===== config.mk =====
export PLATFORM = sky130hd
export DESIGN_NAME = osd_text_overlay
export DESIGN_NICKNAME = d
export VERILOG_FILES = /design/src/rtl/osd_text_overlay.sv
export SDC_FILE = /design/constraint.sdc
export NUM_CORES = 1
export LEC_CHECK = 0
export ABC_AREA = 1
export BUFFER_PORTS_ARGS = -buffer_cell sky130_fd_sc_hd__buf_2
export CORE_MARGIN = 10
export CORE_UTILIZATION = 55
export DETAILED_ROUTE_END_ITERATION = 10
export PLACE_DENSITY = 0.82
export SLEW_MARGIN = 20
export SYNTH_ARGS = -nofsm -noshare
export SYNTH_HDL_FRONTEND = slang
export SYNTH_SLANG_ARGS = --single-unit

===== constraint.sdc =====
create_clock -name i_sys_clk -period 6.9 [get_ports i_sys_clk]
set_input_delay 0.345 -clock i_sys_clk [delete_from_list [all_inputs] [get_ports i_sys_clk]]
set_output_delay 0.345 -clock i_sys_clk [all_outputs]
set_load 0.005 [all_outputs]

===== src/rtl/osd_text_overlay.sv =====
// OSD text renderer: streams raster frames and overlays a short string whose glyphs come from an
// external font ROM sheet (16x16 glyph grid). Three stages: raster counters -> font address -> pixel.
module osd_text_overlay #(
    parameter int STRING_LENGTH = 4,
    parameter int CHAR_ENCODING = 8,
    parameter int LAST_CHAR     = 255,
    parameter int BPP           = 12,
    parameter int MSB_BPP       = 8,
    parameter int PAGES         = 1,
    parameter int PNG_W         = 256,
    parameter int PNG_H         = 256,
    parameter int FRAME_W       = 640,
    parameter int FRAME_H       = 480,
    parameter int FPS           = 25,
    parameter int CLK_PERIOD    = 100,
    parameter int COLORED       = 1,
    parameter int DATA_WIDTH    = (COLORED != 0) ? 3 * MSB_BPP : MSB_BPP,
    localparam int XW           = $clog2(FRAME_W - 2) + 1,
    localparam int YW           = $clog2(FRAME_H - 2) + 1,
    localparam int AW           = $clog2(PAGES * PNG_W * PNG_H)
) (
    input  logic                                  i_sys_clk,
    input  logic                                  i_rstb,
    input  logic                                  i_read,
    input  logic [CHAR_ENCODING*STRING_LENGTH-1:0] i_str,
    input  logic [DATA_WIDTH*STRING_LENGTH-1:0]    i_str_color,
    input  logic [XW-1:0]                          i_start_x,
    input  logic [YW-1:0]                          i_start_y,
    output logic [AW-1:0]                          o_font_addr,
    input  logic [BPP-1:0]                         i_font_data,
    output logic                                  o_frame_start,
    output logic                                  o_pix_valid,
    output logic [XW-1:0]                          o_pix_x,
    output logic [YW-1:0]                          o_pix_y,
    output logic                                  o_pix_ovl,
    output logic [DATA_WIDTH-1:0]                  o_pix_data
);

    localparam int GW        = PNG_W / 16;
    localparam int GH        = PNG_H / 16;
    localparam int NPIX      = FRAME_W * FRAME_H;
    localparam int FRAME_CYC = 1000000000 / (FPS * CLK_PERIOD);
    localparam int CW        = $clog2(((FRAME_CYC > NPIX) ? FRAME_CYC : NPIX) + 1);
    localparam int SW        = CHAR_ENCODING * STRING_LENGTH;
    localparam int CDW       = DATA_WIDTH * STRING_LENGTH;

    localparam logic [XW:0]         BOX_W     = (XW+1)'(GW * STRING_LENGTH);
    localparam logic [YW:0]         BOX_H     = (YW+1)'(GH);
    localparam logic [XW:0]         GW_W      = (XW+1)'(GW);
    localparam logic [XW-1:0]       X_LAST    = XW'(FRAME_W - 1);
    localparam logic [YW-1:0]       Y_LAST    = YW'(FRAME_H - 1);
    localparam logic [CW-1:0]       CYC_LAST  = CW'(FRAME_CYC - 1);
    localparam logic [MSB_BPP-1:0]  ALPHA_MIN = {1'b1, {(MSB_BPP-1){1'b0}}};

    typedef enum logic [1:0] {
        S_IDLE   = 2'd0,
        S_ACTIVE = 2'd1,
        S_BLANK  = 2'd2
    } state_t;

    state_t           r_state;
    logic [XW-1:0]    r_x;
    logic [YW-1:0]    r_y;
    logic [CW-1:0]    r_cyc;
    logic [SW-1:0]    r_str;
    logic [CDW-1:0]   r_col;
    logic [XW-1:0]    r_sx;
    logic [YW-1:0]    r_sy;

    logic             r_s1_valid;
    logic             r_s1_first;
    logic             r_s1_hit;
    logic [XW-1:0]    r_s1_x;
    logic [YW-1:0]    r_s1_y;
    logic [DATA_WIDTH-1:0] r_s1_color;

    logic [XW:0]      w_dx;
    logic [YW:0]      w_dy;
    logic [XW:0]      w_k;
    logic             w_in_x;
    logic             w_in_y;
    logic             w_hit;
    logic             w_ovl;
    logic [CHAR_ENCODING-1:0] w_code;
    logic [DATA_WIDTH-1:0]    w_color;
    logic [AW-1:0]    w_addr;
    logic             w_unused_font_lsb;

    // Frame sequencer: raster counters, frame-period counter and per-frame parameter shadows.
    always_ff @(posedge i_sys_clk) begin
        if (i_rstb) begin
            r_state <= S_IDLE;
            r_x     <= '0;
            r_y     <= '0;
            r_cyc   <= '0;
            r_str   <= '0;
            r_col   <= '0;
            r_sx    <= '0;
            r_sy    <= '0;
        end else begin
            case (r_state)
                S_IDLE: begin
                    if (i_read) begin
                        r_state <= S_ACTIVE;
                        r_x     <= '0;
                        r_y     <= '0;
                        r_cyc   <= '0;
                        r_str   <= i_str;
                        r_col   <= i_str_color;
                        r_sx    <= i_start_x;
                        r_sy    <= i_start_y;
                    end else begin
                        r_state <= S_IDLE;
                    end
                end
                S_ACTIVE: begin
                    if (r_x == X_LAST) begin
                        r_x <= '0;
                        if (r_y == Y_LAST) begin
                            r_y <= '0;
                            // Frame period no longer than the pixel count: restart without blanking.
                            if (r_cyc >= CYC_LAST) begin
                                r_cyc <= '0;
                                r_str <= i_str;
                                r_col <= i_str_color;
                                r_sx  <= i_start_x;
                                r_sy  <= i_start_y;
                            end else begin
                                r_state <= S_BLANK;
                                r_cyc   <= r_cyc + CW'(1'b1);
                            end
                        end else begin
                            r_y   <= r_y + YW'(1'b1);
                            r_cyc <= r_cyc + CW'(1'b1);
                        end
                    end else begin
                        r_x   <= r_x + XW'(1'b1);
                        r_cyc <= r_cyc + CW'(1'b1);
                    end
                end
                S_BLANK: begin
                    if (r_cyc >= CYC_LAST) begin
                        r_state <= S_ACTIVE;
                        r_cyc   <= '0;
                        r_str   <= i_str;
                        r_col   <= i_str_color;
                        r_sx    <= i_start_x;
                        r_sy    <= i_start_y;
                    end else begin
                        r_cyc <= r_cyc + CW'(1'b1);
                    end
                end
                default: begin
                    r_state <= S_IDLE;
                end
            endcase
        end
    end

    // Text-box hit test and glyph address; one extra bit on each coordinate keeps the right edge from wrapping.
    always_comb begin
        w_dx    = {1'b0, r_x} - {1'b0, r_sx};
        w_dy    = {1'b0, r_y} - {1'b0, r_sy};
        w_in_x  = (r_x >= r_sx) && ({1'b0, r_x} < ({1'b0, r_sx} + BOX_W));
        w_in_y  = (r_y >= r_sy) && ({1'b0, r_y} < ({1'b0, r_sy} + BOX_H));
        w_k     = w_dx / GW_W;
        w_code  = '0;
        w_color = '0;
        for (int i = 0; i < STRING_LENGTH; i++) begin
            w_code  = (w_k == (XW+1)'(i)) ? r_str[(STRING_LENGTH-1-i)*CHAR_ENCODING +: CHAR_ENCODING] : w_code;
            w_color = (w_k == (XW+1)'(i)) ? r_col[(STRING_LENGTH-1-i)*DATA_WIDTH +: DATA_WIDTH] : w_color;
        end
        w_hit  = (r_state == S_ACTIVE) && w_in_x && w_in_y && (32'(w_code) <= 32'(LAST_CHAR));
        w_addr = AW'((32'(w_code) / 32'd256) * 32'(PNG_W * PNG_H)
                   + ((32'(w_code) % 32'd256) / 32'd16 * 32'(GH) + 32'(w_dy)) * 32'(PNG_W)
                   + (32'(w_code) % 32'd16) * 32'(GW)
                   + 32'(w_dx % GW_W));
    end

    // Address stage: font ROM address plus the pixel sideband that travels alongside it.
    always_ff @(posedge i_sys_clk) begin
        if (i_rstb) begin
            o_font_addr <= '0;
            r_s1_valid  <= 1'b0;
            r_s1_first  <= 1'b0;
            r_s1_hit    <= 1'b0;
            r_s1_x      <= '0;
            r_s1_y      <= '0;
            r_s1_color  <= '0;
        end else begin
            o_font_addr <= w_hit ? w_addr : '0;
            r_s1_valid  <= (r_state == S_ACTIVE);
            r_s1_first  <= (r_state == S_ACTIVE) && (r_x == '0) && (r_y == '0);
            r_s1_hit    <= w_hit;
            r_s1_x      <= r_x;
            r_s1_y      <= r_y;
            r_s1_color  <= w_hit ? w_color : '0;
        end
    end

    assign w_ovl             = r_s1_hit && (i_font_data[BPP-1 -: MSB_BPP] >= ALPHA_MIN);
    assign w_unused_font_lsb = ^i_font_data;

    // Pixel stage: alpha threshold on the returned glyph word.
    always_ff @(posedge i_sys_clk) begin
        if (i_rstb) begin
            o_frame_start <= 1'b0;
            o_pix_valid   <= 1'b0;
            o_pix_x       <= '0;
            o_pix_y       <= '0;
            o_pix_ovl     <= 1'b0;
            o_pix_data    <= '0;
        end else begin
            o_frame_start <= r_s1_first;
            o_pix_valid   <= r_s1_valid;
            o_pix_x       <= r_s1_x;
            o_pix_y       <= r_s1_y;
            o_pix_ovl     <= w_ovl;
            o_pix_data    <= w_ovl ? r_s1_color : '0;
        end
    end

endmodule


==> metrics <==
# clock sinks=between 300 and 400; CTS tree=done; Sequential Area=6066 µm²; P&R area growth vs syn=17.27%; crit path time final=approximately 5100 ps; Worst slew margin=0.2796; initial antenna violation count=0; top_reg_cell synth=dfxtp_1; vias post-DR=11,934; Residual DRC=0; hpwl dp=about 25,000 µm; largest net degree at the start of global routing=130; post-cts hold buffer count=0; CORE AREA=23,400 µm²; Die W=roughly 170 µm; post-route worst setup slack=between 1500 and 2000 ps; Final Max Tran Viols=0; CTS root buffer=clkbuf_16; fin cells=around 2,300; antenna cells=0; syn avg cell area=about 7.4 µm²; I/O pin cnt=228; actual slew at the worst max-slew pin=about 1100 ps; fill cell count=around 2,100; Clk pin slew, worst setup/hold paths=70 ps; worst path required time=between 7000 and 8000 ps; fin nets=2,158; port buffer count=~220; final period utilization=0.7379; Setup CP Type=flip-flop to flip-flop; Post-CTS Setup Bufs=0; DRT Pass-1 Iters=6; most common cell after layout, fill and taps aside=nor2_1; Resized cells post-CTS=0; Netlist cell types=44; net count after synthesis=1,984; global-route usage over all layers=0.2210; highest-count cells in the layout ignoring fill and taps=428 x nor2_1, 303 x dfxtp_1, 222 x nand2_1, 216 x buf_2, 177 x inv_1; outcome=complete, no violations; Iter 0 DRT Violations=1,039; Initial Utilization=0.5565; H-tree levels=1; vias in the first global route=11,583; Placed Cells=2,224; final wirelength=34,840 µm; number of max-cap violations=0; Ys Warns=0; Pleak=about 6.7 nW; Overflow after GRT=0; Max Freq=roughly 200 MHz; post-synthesis instance area=about 13,000 µm²; Num CTS Buffers=31; ANT nets after route=0; Design Power=between 4 and 5 mW; CTS max path bufs=3; vias per cell=between 5 and 6; setup TNS=0 ps; die area=30,230 µm²; final hold vios=0; pre-CTS setup slack=1888 ps; Seq cells post-synth=303; startpoint type of the worst setup path=flip-flop; Hold Crit Class=primary input to flip-flop; Multi-input gate area=roughly 6000 µm²; global-route wire length before repair=between 50,000 and 60,000 µm; Critical Path Fanout Max=29; # setup viols final=0; layout cell share with drive strength beyond 1=0.1484; Synth Instances=~1,800; GP Congestion=0.9515; Die Ht=~170 µm; Std-Cell Rows=between 50 and 60; final core occ=0.6526; Wirelength per Cell=15.28 µm; Clock Latency Late Sink=between 500 and 600 ps; Arrival @ worst endpoint=5520 ps; FFs w/ async S/R, synth=0; endpoint class of the critical path=flip-flop; unrepaired setup endpoints after global routing=false; Max VDD drop=0.0001814 V; PwrDens=278.8 nW/µm²; post-synthesis sequential area ratio=0.4658; EDFF count, synth=0; Layout Skew=between 10 and 15 ps
-- synth_stat cells (6+ instances only) --
cell type | instances | area, µm²
ha_1 | 48 | 600.6
inv_1 | 178 | 668.1
nor4_1 | 8 | 50.05
nand4_1 | 20 | 125.1
nor3_1 | 14 | 70.07
nand2_1 | 224 | 840.8
clkbuf_1 | 53 | 198.9
fa_1 | 8 | 160.2
buf_2 | 17 | 85.08
nand3_1 | 107 | 535.5
dfxtp_1 | 303 | 6066
nand3b_1 | 9 | 67.56
o21ai_0 | 171 | 855.8
nor2_1 | 428 | 1607
buf_4 | 6 | 45.04
xor2_1 | 18 | 157.7
a21oi_1 | 98 | 490.5
-- kinds of logic (layout without fill, tap and decap cells) --
group / Yosys count / after routing / synth area share
adder cells (fa/ha/maj): 56 / 56 / 0.05841
XOR/XNOR: 22 / 22 / 0.01537
AO/OA/AOI/OAI: 291 / 291 / 0.1161
flip-flops: 303 / 303 / 0.4658
AND/OR/NAND/NOR: 828 / 828 / 0.2632
buffers and inverters: 264 / 461 / 0.08118
-- worst paths after layout --
| check | slack, ps | endpoint | depth (start not counted) | start |
|---|---|---|---|---|
| min reg2reg | 400 | o_pix_y[5] | 2 | r_s1_y[5] |
| max reg2reg | 1810 | o_font_addr[15] | 25 | r_x[0] |
| min | 50 | r_col[83] | 3 | i_str_color[83] |
| max | 1810 | o_font_addr[15] | 25 | r_x[0] |
-- metrics by stage --
| stage | instance area, µm² | hold WS, ps |
|---|---|---|
| final | 15270 | 54.35 |
| after global routing | 15270 | 63.40 |
| after CTS | 15270 | 39.81 |
| after detailed placement | 14200 | 392.7 |
| after global placement | 14200 | 390.6 |
| after floorplan | 13020 | 388.3 |
-- registers in the layout (all words and copies together), names as in the netlist, 2 cells and up --
register,flops
o_font_addr,16
o_pix_data,24
o_pix_x,11
o_pix_y,10
r_col,96
r_cyc,19
r_s1_color,24
r_s1_x,11
r_s1_y,10
r_state,2
r_str,32
r_sx,11
r_sy,10
r_x,11
r_y,10
-- power breakdown --
group	leakage [nW]	internal (mW)	switching, mW
Clock	0.530	1.03	0.692
Combinational	3.65	0.210	0.390
Sequential	2.47	1.87	0.0651
-- area by class of cell --
cell class	instances	share of cell area
clock buffer	40	0.05628
clock inverter	16	0.01343
inverter	180	0.04448
multi-input combinational	1197	0.3873
sequential	303	0.3971
tap	319	0.02613
timing repair buffer	225	0.07520
-- layer usage --
| metal | up-vias | part of all wire | GRT usage |
|---|---|---|---|
| li1 | 5983 | - | - |
| met1 | 5386 | 0.42 | 0.2821 |
| met2 | 479 | 0.46 | 0.3607 |
| met3 | 86 | 0.083 | 0.04204 |
| met4 | 0 | 0.036 | 0.08871 |
| met5 | - | 0 | 0 |
-- worst max-delay path, cell delays in order (launching register included) --
cell and delay (ps):
dfxtp_1 360, inv_1 150, ha_1 260, fa_1 360, inv_1 110, nand2_1 80, nand2_1 100, nand3_1 130
nand2_1 100, nand2_1 40, nand2_1 60, nand3_1 90, nor2_2 570, nand3_2 230, inv_2 540, a21oi_1 210
fa_1 510, inv_1 40, ha_1 310, nand2_1 90, nand2_1 50, a21oi_1 140, xor2_1 160, inv_1 60
a21oi_1 120, nor2_1 60
Power figures use the tool's default switching activity.
